--- src/rtl/clk_div_bank_if.sv ---
`default_nettype none
// ============================================================================
//  Module   : clk_div_bank_if
//  Purpose  : Control and status bundle for the clk_div_bank clock divider.
//             The controller (master) drives the per-channel enables, the
//             packed divisor fields and the shared load/sync strobes. The
//             divider (slave) returns the divided clocks, period ticks and
//             invalid-divisor flags.
//  Signals  : en   [NCH]     per-channel enable
//             div  [NCH*DW]  requested divisors, channel i at [i*DW +: DW]
//             load [1]       capture all div fields into pending registers
//             sync [1]       restart all enabled channels at phase 0
//             bclk [NCH]     divided clocks (registered)
//             tick [NCH]     first-high-cycle pulse of each bclk period
//             err  [NCH]     active divisor is 0 or 1
//  Revision : 1.0  initial release
// ============================================================================
interface clk_div_bank_if #(
    parameter int NCH = 4,
    parameter int DW  = 8
);
    logic [NCH-1:0]    en;
    logic [NCH*DW-1:0] div;
    logic              load;
    logic              sync;
    logic [NCH-1:0]    bclk;
    logic [NCH-1:0]    tick;
    logic [NCH-1:0]    err;

    modport master (
        output en, div, load, sync,
        input  bclk, tick, err
    );

    modport slave (
        input  en, div, load, sync,
        output bclk, tick, err
    );
endinterface
`default_nettype wire

--- src/rtl/clk_div_bank.sv ---
`default_nettype none
// ============================================================================
//  Module   : clk_div_bank
//  Purpose  : Bank of NCH independent integer clock dividers running off one
//             master clock. Each channel keeps an active divisor, a pending
//             divisor with a valid bit, and a phase counter. New divisors are
//             only adopted on a period boundary (or on sync / channel start),
//             so no period is ever truncated or stretched.
//  Ports    : mclk  master clock, rising edge
//             rst   asynchronous active-high reset
//             bus   clk_div_bank_if.slave (en, div, load, sync -> bclk,
//                   tick, err)
//  Revision : 1.0  initial release
// ============================================================================
module clk_div_bank #(
    parameter int NCH = 4,
    parameter int DW  = 8
) (
    input  wire logic         mclk,
    input  wire logic         rst,
    clk_div_bank_if.slave     bus
);

    localparam logic [DW-1:0] c_RST_DIV = DW'(2);

    logic [NCH-1:0] w_bclk;
    logic [NCH-1:0] w_tick;
    logic [NCH-1:0] w_err;

    for (genvar i = 0; i < NCH; i++) begin : g_ch
        // Registered state
        logic [DW-1:0] a_q, a_d;      // active divisor
        logic [DW-1:0] p_q, p_d;      // pending divisor
        logic          pv_q, pv_d;    // pending valid
        logic [DW-1:0] c_q, c_d;      // phase counter
        logic          run_q, run_d;  // channel was enabled last cycle
        logic          bclk_q, bclk_d;
        logic          tick_q, tick_d;
        logic          err_q, err_d;

        // Combinational helpers
        logic [DW-1:0] w_div;
        logic [DW-1:0] w_src_p;
        logic [DW-1:0] w_high;
        logic          w_src_pv;
        logic          w_bad;
        logic          w_wrap;
        logic          w_adopt;
        logic          w_sync_load;

        always_comb begin
            w_div       = bus.div[i*DW +: DW];
            w_bad       = (a_q < DW'(2));
            // An invalid divisor has no real period, so every cycle counts as
            // a boundary; this lets a later valid load take effect promptly.
            w_wrap      = w_bad || (c_q == a_q - DW'(1));
            // A same-cycle load+sync bypasses the pending register so the
            // sync applies the freshly requested divisor.
            w_sync_load = bus.sync && bus.load;
            w_src_p     = w_sync_load ? w_div : p_q;
            w_src_pv    = w_sync_load || pv_q;
            // Adoption points: sync, first enabled cycle after idle, or the
            // natural end of the current period.
            w_adopt     = bus.en[i] && (bus.sync || !run_q || w_wrap);

            p_d = bus.load ? w_div : p_q;

            pv_d = pv_q;
            if (w_adopt) begin
                pv_d = 1'b0;
            end
            // A plain load that coincides with a boundary stays pending; it
            // is applied at the following boundary.
            if (bus.load && !(bus.sync && w_adopt)) begin
                pv_d = 1'b1;
            end

            a_d = a_q;
            if (w_adopt && w_src_pv) begin
                a_d = w_src_p;
            end

            run_d = bus.en[i];

            c_d = '0;
            if (bus.en[i] && !w_adopt) begin
                c_d = c_q + DW'(1);
            end

            // High for ceil(A/2) cycles at the start of each period.
            w_high = a_d - (a_d >> 1);
            bclk_d = bus.en[i] && (a_d >= DW'(2)) && (c_d < w_high);
            tick_d = bclk_d && (c_d == '0);
            err_d  = (a_d < DW'(2));
        end

        always_ff @(posedge mclk or posedge rst) begin
            if (rst) begin
                a_q    <= c_RST_DIV;
                p_q    <= c_RST_DIV;
                pv_q   <= 1'b0;
                c_q    <= '0;
                run_q  <= 1'b0;
                bclk_q <= 1'b0;
                tick_q <= 1'b0;
                err_q  <= 1'b0;
            end else begin
                a_q    <= a_d;
                p_q    <= p_d;
                pv_q   <= pv_d;
                c_q    <= c_d;
                run_q  <= run_d;
                bclk_q <= bclk_d;
                tick_q <= tick_d;
                err_q  <= err_d;
            end
        end

        assign w_bclk[i] = bclk_q;
        assign w_tick[i] = tick_q;
        assign w_err[i]  = err_q;
    end

    assign bus.bclk = w_bclk;
    assign bus.tick = w_tick;
    assign bus.err  = w_err;

endmodule
`default_nettype wire

--- src/flat_wrapper.sv ---
// flat-port wrapper written by rule: the top's interface ports become plain ports
module clk_div_bank_flat 
#(
    parameter int NCH = 4,
    parameter int DW  = 8
)
  (mclk, rst, bus_en, bus_div, bus_load, bus_sync, bus_bclk, bus_tick, bus_err);
  clk_div_bank_if #(.NCH(NCH), .DW(DW)) bus_i ();
  input  wire logic mclk;
  input  wire logic rst;
  input wire logic [$bits(bus_i.en)-1:0] bus_en;
  input wire logic [$bits(bus_i.div)-1:0] bus_div;
  input wire logic [$bits(bus_i.load)-1:0] bus_load;
  input wire logic [$bits(bus_i.sync)-1:0] bus_sync;
  output wire logic [$bits(bus_i.bclk)-1:0] bus_bclk;
  output wire logic [$bits(bus_i.tick)-1:0] bus_tick;
  output wire logic [$bits(bus_i.err)-1:0] bus_err;
  assign bus_i.en = bus_en;
  assign bus_i.div = bus_div;
  assign bus_i.load = bus_load;
  assign bus_i.sync = bus_sync;
  assign bus_bclk = bus_i.bclk;
  assign bus_tick = bus_i.tick;
  assign bus_err = bus_i.err;
  clk_div_bank #(.NCH(NCH), .DW(DW)) u_core (.mclk(mclk), .rst(rst), .bus(bus_i));
endmodule
--- config.mk ---
export PLATFORM = sky130hd
export DESIGN_NAME = clk_div_bank_flat
export DESIGN_NICKNAME = d
export VERILOG_FILES = /design/src/rtl/clk_div_bank_if.sv /design/src/rtl/clk_div_bank.sv /design/src/flat_wrapper.sv
export SDC_FILE = /design/constraint.sdc
export NUM_CORES = 1
export LEC_CHECK = 0
export ABC_AREA = 1
export CORE_MARGIN = 4
export CORE_UTILIZATION = 60
export CTS_BUF_LIST = sky130_fd_sc_hd__clkbuf_4 sky130_fd_sc_hd__clkbuf_8 sky130_fd_sc_hd__clkbuf_16
export DETAILED_ROUTE_END_ITERATION = 12
export PLACE_DENSITY = 0.8
export SLEW_MARGIN = 20
export SYNTH_ARGS = -nofsm -noshare
export SYNTH_HDL_FRONTEND = slang
export SYNTH_SLANG_ARGS = --single-unit
export TNS_END_PERCENT = 10
--- constraint.sdc ---
create_clock -name mclk -period 7.7 [get_ports mclk]
set_clock_uncertainty 0.1 [all_clocks]
set_input_delay 2.31 -clock mclk [delete_from_list [all_inputs] [get_ports mclk]]
set_output_delay 2.31 -clock mclk [all_outputs]
set_load 0.01 [all_outputs]
==> metrics.txt, run 1 <==
synthesized net count=1348; Ys Warns=0; R2R Path End=u_core.g_ch[0].tick_q$_DFF_PP0_; Synth Register Bits=116; CTS root buf=clkbuf_16; worst hold slack=0.3842 ns; CP endpoint kind=flop; starting density of the core=0.6079; share of layout cells above drive strength 1=0.1019; antenna violations before repair=0; clock period minus worst slack=6.269 ns; Least-Margin Pin Slew=0.8128 ns; compound-gate portion of the synthesized area=0.08756; worst vdd ir=167.7 uV; Period Utilization, post-route=0.8141; Crit-path slowest cell=a211oi_1; hold endpoint=u_core.g_ch[1].p_q[1]$_DFFE_PP1P_; Netlist cell types=42; Synth Area in XOR/XNOR=0.03682; Post-DP HPWL=15.03 mm; Final Wtd Congestion=0.8975; Area Overhead vs Synth=14.53%; PortBufs=51; Final Cell Area=10080 um2; boundary pin count=52; crit-path max FO=32; Worst slew margin=0.4524; clock tree buffer depth=2; WS Path Type=in2reg; die area=16670 um2; Hold Violations, Final=0; commonest cells after routing, fill and taps aside=nand2_1, inv_1, dfrtp_1; # hold bufs at CTS=0; Leakage Power=0.005342 uW; hold path start=u_core.g_ch[1].p_q[1]$_DFFE_PP1P_; Worst EP required=7.96 ns; RSZ-0062 raised after global routing=no; max_cap viols=0; setup TNS=0 ns; Via density=5.282; final WL=19.88 mm; area share of fa/ha/maj cells after synthesis=0.1200; synthesized netlist cell count=1226; row count=44; outcome=finished clean; Critical Path AT=6.52 ns; RR Startpoint=u_core.g_ch[0].a_q[1]$_DFF_PP1_; main combinational cell family by area after synthesis=simple AND/OR/NAND/NOR gates; CTS Buf Count=17; GR Overflow Total=0; H-tree depth=4; leading cell type in the layout, fill and taps excluded=nand2_1; first-pass GRT wire length=33.75 mm; CP Launch Type=input port; number of global-route vias before repair=7364; vias post-DR=7764; total track usage=0.2501; synthesized cell area=8802 um2; largest net degree at the start of global routing=84; drt drc=0; FMAX=159.5 MHz; placed cell areas=9425 um2; Hold Crit Class=reg2reg; post-synthesis mux area share=0; core area=14480 um2; delay of the slowest critical-path stage=0.46 ns; R2R Setup Slk=2.96 ns; Final Slew Violations=0; clk slew on worst S/H paths=0.05 ns; Final nets=1395; Die H=129.1 um; cell mode on critical path=nand2_1; post-synthesis sequential area ratio=0.3309; syn_area_per_cell=7.180 um2; die width=129.1 um; CTS tree=done; post-CTS sizing=0; final core occ=0.6963; WP buf/inv=3; clock sinks=116; FILL cells=1149; CP cell instances=clkdlybuf4s50_1, nand2_2, nand2_1, nand3_4, inv_2, o21ai_0, inv_1, ha_1, nand2_1, nor2_1, a211oi_1, nor2_4, nand3_2, nand2_1, nand2_1, nand2_1, ha_1, nand2_1, nand2_1, nor2_1, nand2_1, a31oi_1, nand3_1, nor2_1; post-route ant nets=0; Finish-stage setup viols=0; critical path's top delay family=simple AND/OR/NAND/NOR gates; TritonRoute pass-1 iters=5; number of post-CTS setup repair buffers=0; hold depth=2; DR WL/cell=13.53 um; PD cells=259.6 nW/um2; First DRT Iteration DRCs=614; clk_lat worst skew=0.42 ns; Synth Area in Simple Gates=0.3156; Worst Reg-to-Reg Cells=30; ant diodes=0
-- registers in the layout, summed over array words and instances, names as in the netlist --
signal and flops:
u_core.g_ch.bclk_q 4, u_core.g_ch.err_q 4, u_core.g_ch.p_q 32, u_core.g_ch.c_q 32, u_core.g_ch.tick_q 4, u_core.g_ch.run_q 4, u_core.g_ch.pv_q 4, u_core.g_ch.a_q 32
-- routing by layer --
metal	track usage	share of wire	vias to the layer above
li1	-	-	3956
met5	0	0	-
met4	0.09944	0.029	0
met1	0.3330	0.45	3583
met3	0.04411	0.042	47
met2	0.4073	0.48	178
-- tightest hold or removal path, delay by kind of cell, from the launching register on --
family	cells	cell delay, ns
DFF	1	0.36
buffers and inverters	1	0.05
AOI/OAI and AO/OA	1	0.07
-- synthesized netlist by cell type --
master | number | area [um2]
nand3_2 | 7 | 70.07
nand2_2 | 25 | 156.4
nor4_1 | 8 | 50.05
o22ai_1 | 3 | 18.77
buf_4 | 12 | 90.09
a211oi_1 | 4 | 30.03
and3_1 | 1 | 6.260
buf_2 | 5 | 25.02
xor2_1 | 22 | 192.7
nand2_4 | 10 | 112.6
nor2_1 | 84 | 315.3
nand4_1 | 16 | 100.1
fa_1 | 4 | 80.08
dfrtp_1 | 108 | 2703
nand4_2 | 1 | 12.51
nand2_1 | 340 | 1276
a21oi_1 | 21 | 105.1
inv_1 | 197 | 739.5
o21bai_1 | 3 | 22.52
nor2_4 | 3 | 33.78
xnor2_1 | 15 | 131.4
clkinv_2 | 1 | 5.000
a21oi_2 | 1 | 8.760
ha_1 | 78 | 975.9
o21ai_0 | 87 | 435.4
a21o_1 | 2 | 15.01
inv_2 | 17 | 63.81
nor3b_1 | 3 | 22.52
nand3b_1 | 4 | 30.03
a21boi_1 | 1 | 7.510
and2_1 | 5 | 31.28
a31oi_1 | 7 | 43.79
clkbuf_1 | 10 | 37.54
dfstp_2 | 8 | 210.2
nand3_1 | 69 | 345.3
o21a_1 | 1 | 7.510
nor2_2 | 14 | 87.58
o211ai_1 | 4 | 30.03
o21ai_1 | 4 | 20.02
nand3_4 | 3 | 52.55
o21ai_2 | 3 | 26.28
nor3_1 | 15 | 75.07
-- area by class of cell --
type / instances / area (um2) / area share
clock buffers: 22 / 475.5 / 0.04716
clock inverters: 10 / 177.7 / 0.01762
inverters: 215 / 813.3 / 0.08068
multi-input cells: 868 / 4931 / 0.4891
flip-flops and latches: 116 / 2913 / 0.2889
well taps: 184 / 230.2 / 0.02284
repair buffers: 55 / 540.5 / 0.05362
-- per-stage QoR --
| step | power, uW | setup slack, ns | std cells |
|---|---|---|---|
| floorplan | 1514 | 1.977 | 1226 |
| global placement | 1703 | 1.213 | 1438 |
| detailed placement | 1732 | 1.064 | 1438 |
| CTS | 2624 | 1.476 | 1470 |
| global route | 2809 | 1.053 | 1470 |
| finish | 2617 | 1.432 | 1470 |
-- cell families after synthesis --
| group | count (synthesis) |
|---|---|
| fa+ha+maj | 82 |
| compound gates | 141 |
| xor+xnor | 37 |
| flops | 116 |
| simple gates | 608 |
| buf+inv | 242 |
-- power by group --
group | total [uW] | switching [uW] | internal [uW]
registers | 739 | 60.3 | 679
logic | 1000 | 617 | 382
clock network | 878 | 279 | 599
total | 2620 | 957 | 1660
-- worst max path at each step --
stage / startpoint / to / slack, ns / cells after the start
after floorplan: bus_sync / u_core.g_ch[3].tick_q$_DFF_PP0_ / 1.98 / 25
after global placement: bus_load / u_core.g_ch[3].tick_q$_DFF_PP0_ / 1.21 / 24
after detailed placement: bus_load / u_core.g_ch[3].tick_q$_DFF_PP0_ / 1.06 / 24
after CTS: bus_load / u_core.g_ch[3].tick_q$_DFF_PP0_ / 1.48 / 24
after global routing: bus_load / u_core.g_ch[3].tick_q$_DFF_PP0_ / 1.05 / 24
final: bus_load / u_core.g_ch[3].tick_q$_DFF_PP0_ / 1.43 / 24
Power figures use the tool's default switching activity.
==> run 2, diff against run 1 <==
==> constraint.sdc (replaced) <==
create_clock -name mclk -period 6.1 [get_ports mclk]
set_clock_uncertainty 0.1 [all_clocks]
set_input_delay 1.83 -clock mclk [delete_from_list [all_inputs] [get_ports mclk]]
set_output_delay 1.83 -clock mclk [all_outputs]
set_load 0.01 [all_outputs]
==> metrics.txt, run 2 (synthesis results as in run 1) <==
CTS root buf=clkbuf_16; Post-DP HPWL=15.59 mm (+3.8%); Die H=129.1 um (unchanged); sw frac=0.3760 (+0.01033); max_cap viols=0 (unchanged); final WL=20.46 mm (+2.9%); RR Startpoint=u_core.g_ch[0].a_q[1]$_DFF_PP1_; GR Overflow Total=0 (unchanged); met2 Use GR=0.4280 (+0.02073); Leakage Power=0.005378 uW (+0.66%); die width=129.1 um (unchanged); starting density of the core=0.6079 (unchanged); WS Path Type=in2reg; vias post-DR=7786 (+0.28%); fin cells=1480 (+0.68%); H-tree depth=4 (unchanged); CTS Buf Count=17 (unchanged); cell-internal power=2063 uW (+24%); outcome=finished clean; setup TNS=0 ns (unchanged); # hold bufs at CTS=0 (unchanged); met3 Track Usage GR=0.05317 (+0.009068); Critical Path AT=5.66 ns (-0.86 ns); crit-path max FO=9 (-72%); drt drc=0 (unchanged); total track usage=0.2613 (+0.01125); Worst slew margin=0.3577 (-0.09474); number of global-route vias before repair=7598 (+3.2%); Psw=1243 uW (+30%); Final Slew Violations=0 (unchanged); Logic pwr share=0.390 (+0.008); clock sinks=116 (unchanged); M1 GR Usage=0.3455 (+0.01252); Hold Violations, Final=0 (unchanged); Worst EP required=6.36 ns (-1.60 ns); clock network fraction of total power=0.328 (-0.007); hold endpoint=u_core.g_ch[0].pv_q$_DFFE_PP0P_; CP endpoint kind=flop; Via density=5.261 (-0.39%); commonest cells after routing, fill and taps aside=nand2_1, inv_1, dfrtp_1; FMAX=184.9 MHz; core area=14480 um2 (unchanged); R2R Path End=u_core.g_ch[0].tick_q$_DFF_PP0_; Finish-stage setup viols=0 (unchanged); CTS tree=done; leading cell type in the layout, fill and taps excluded=nand2_1; PortBufs=51 (unchanged); First DRT Iteration DRCs=560 (-8.8%); DR WL/cell=13.82 um (+2.2%); worst vdd ir=221.3 uV (+32%); boundary pin count=52 (unchanged); post-CTS sizing=0 (unchanged); antenna violations before repair=0 (unchanged); TritonRoute pass-1 iters=5 (unchanged); clock period minus worst slack=5.408 ns; R2R Setup Slk=1.49 ns (-1.47 ns); FILL cells=1166 (+1.5%); post-route ant nets=0 (unchanged); Regs by FF count=u_core.g_ch.a_q x32, u_core.g_ch.c_q x32, u_core.g_ch.p_q x32; sequential share of power=0.282 (about the same); row count=44 (unchanged); largest net degree at the start of global routing=76 (-9.5%); first-pass GRT wire length=35.02 mm (+3.8%); Worst Reg-to-Reg Cells=31 (+3.3%); Least-Margin Pin Slew=0.9635 ns (+0.1507 ns); RSZ-0062 raised after global routing=no; die area=16670 um2 (unchanged); Final Cell Area=10150 um2 (+0.71%); CP Launch Type=input port; clk slew on worst S/H paths=0.05 ns (about the same); PD cells=325.6 nW/um2 (+25%); Hold Crit Class=reg2reg; final core occ=0.7012 (+0.004925); Period Utilization, post-route=0.8865; placed cell areas=9513 um2 (+0.93%); most used routing layer=met2; hold depth=2 (unchanged); number of post-CTS setup repair buffers=0 (unchanged); clock tree buffer depth=2 (unchanged); Overall Power=3306 uW (+26%); Final Wtd Congestion=0.9010 (+0.39%); Final nets=1405 (+0.72%); clk_lat worst skew=0.43 ns (about the same); hold path start=u_core.g_ch[0].pv_q$_DFFE_PP0P_; share of layout cells above drive strength 1=0.1088 (+0.006930); Area Overhead vs Synth=15.34%; DP Cell Count=1448 (+0.70%); ant diodes=0 (unchanged)
[run 2: changes by cell type in the layout (fill, tap and decap cells not counted)]
cell        change
buf_12          +1
buf_4           +9
bufinv_16       -1
clkbuf_4        -2
clkinv_2        -2
clkinv_4        +3
clkinvlp_4      +2
inv_4           +1
inv_6           -1
[run 2: layout make-up]
cell class | count | area (um2) | area share
clock buffer | 20 | 460.4 | 0.04535
multi-input combinational | 868 | 4931 | 0.4857
tap | 184 | 230.2 | 0.02268
inverter | 215 | 810.8 | 0.07986
sequential | 116 | 2913 | 0.2869
clock inverter | 12 | 178.9 | 0.01762
timing repair buffer | 65 | 628.1 | 0.06187
[run 2: stage by stage]
step,hold slack [ns],setup WS [ns]
global route,0.4155,0.1763
detailed placement,0.3645,0.2755
finish,0.3740,0.6924
global placement,0.3576,0.3025
CTS,0.3754,0.7021
floorplan,0.3413,0.8572
[run 2: worst max path at each step]
stage / cells past startpoint / end / from
2_1_floorplan: 25 / u_core.g_ch[3].tick_q$_DFF_PP0_ / bus_sync
3_3_place_gp: 27 / u_core.g_ch[3].tick_q$_DFF_PP0_ / bus_sync
3_5_place_dp: 24 / u_core.g_ch[0].tick_q$_DFF_PP0_ / bus_sync
4_1_cts: 27 / u_core.g_ch[3].tick_q$_DFF_PP0_ / bus_sync
5_1_grt: 23 / u_core.g_ch[0].tick_q$_DFF_PP0_ / bus_sync
6_report: 27 / u_core.g_ch[3].tick_q$_DFF_PP0_ / bus_sync
[run 2: critical path, stage by stage]
cell and delay (ns):
clkdlybuf4s50_1 0.46, inv_1 0.17, nand2_1 0.09, a31oi_1 0.34, nand2_4 0.13, nand3_4 0.12
inv_2 0.10, o21ai_0 0.32, inv_1 0.15, ha_1 0.29, nand2_1 0.06, nor2_1 0.04
a211oi_1 0.18, buf_4 0.17, nor2_4 0.04, nand3_2 0.05, nand2_1 0.05, nand2_1 0.05
nand2_1 0.06, ha_1 0.32, nand2_1 0.08, nand2_1 0.04, nor2_1 0.10, nand2_1 0.06
a31oi_1 0.14, nand3_1 0.12, nor2_1 0.09
[run 2: power groups by stage]
stage | Clock [uW] | Sequential, uW | Combinational [uW]
final | 1080 | 933 | 1290
after global routing | 1130 | 944 | 1490
after CTS | 1100 | 930 | 1290
after detailed placement | 0 | 942 | 1270
after global placement | 0 | 941 | 1230
after floorplan | 0 | 920 | 991
[run 2: per-layer routing]
layer | wire length [um] | part of all wire
met5 | 0 | 0
met4 | 463 | 0.023
met3 | 974 | 0.048
met2 | 9801 | 0.48
met1 | 9220 | 0.45
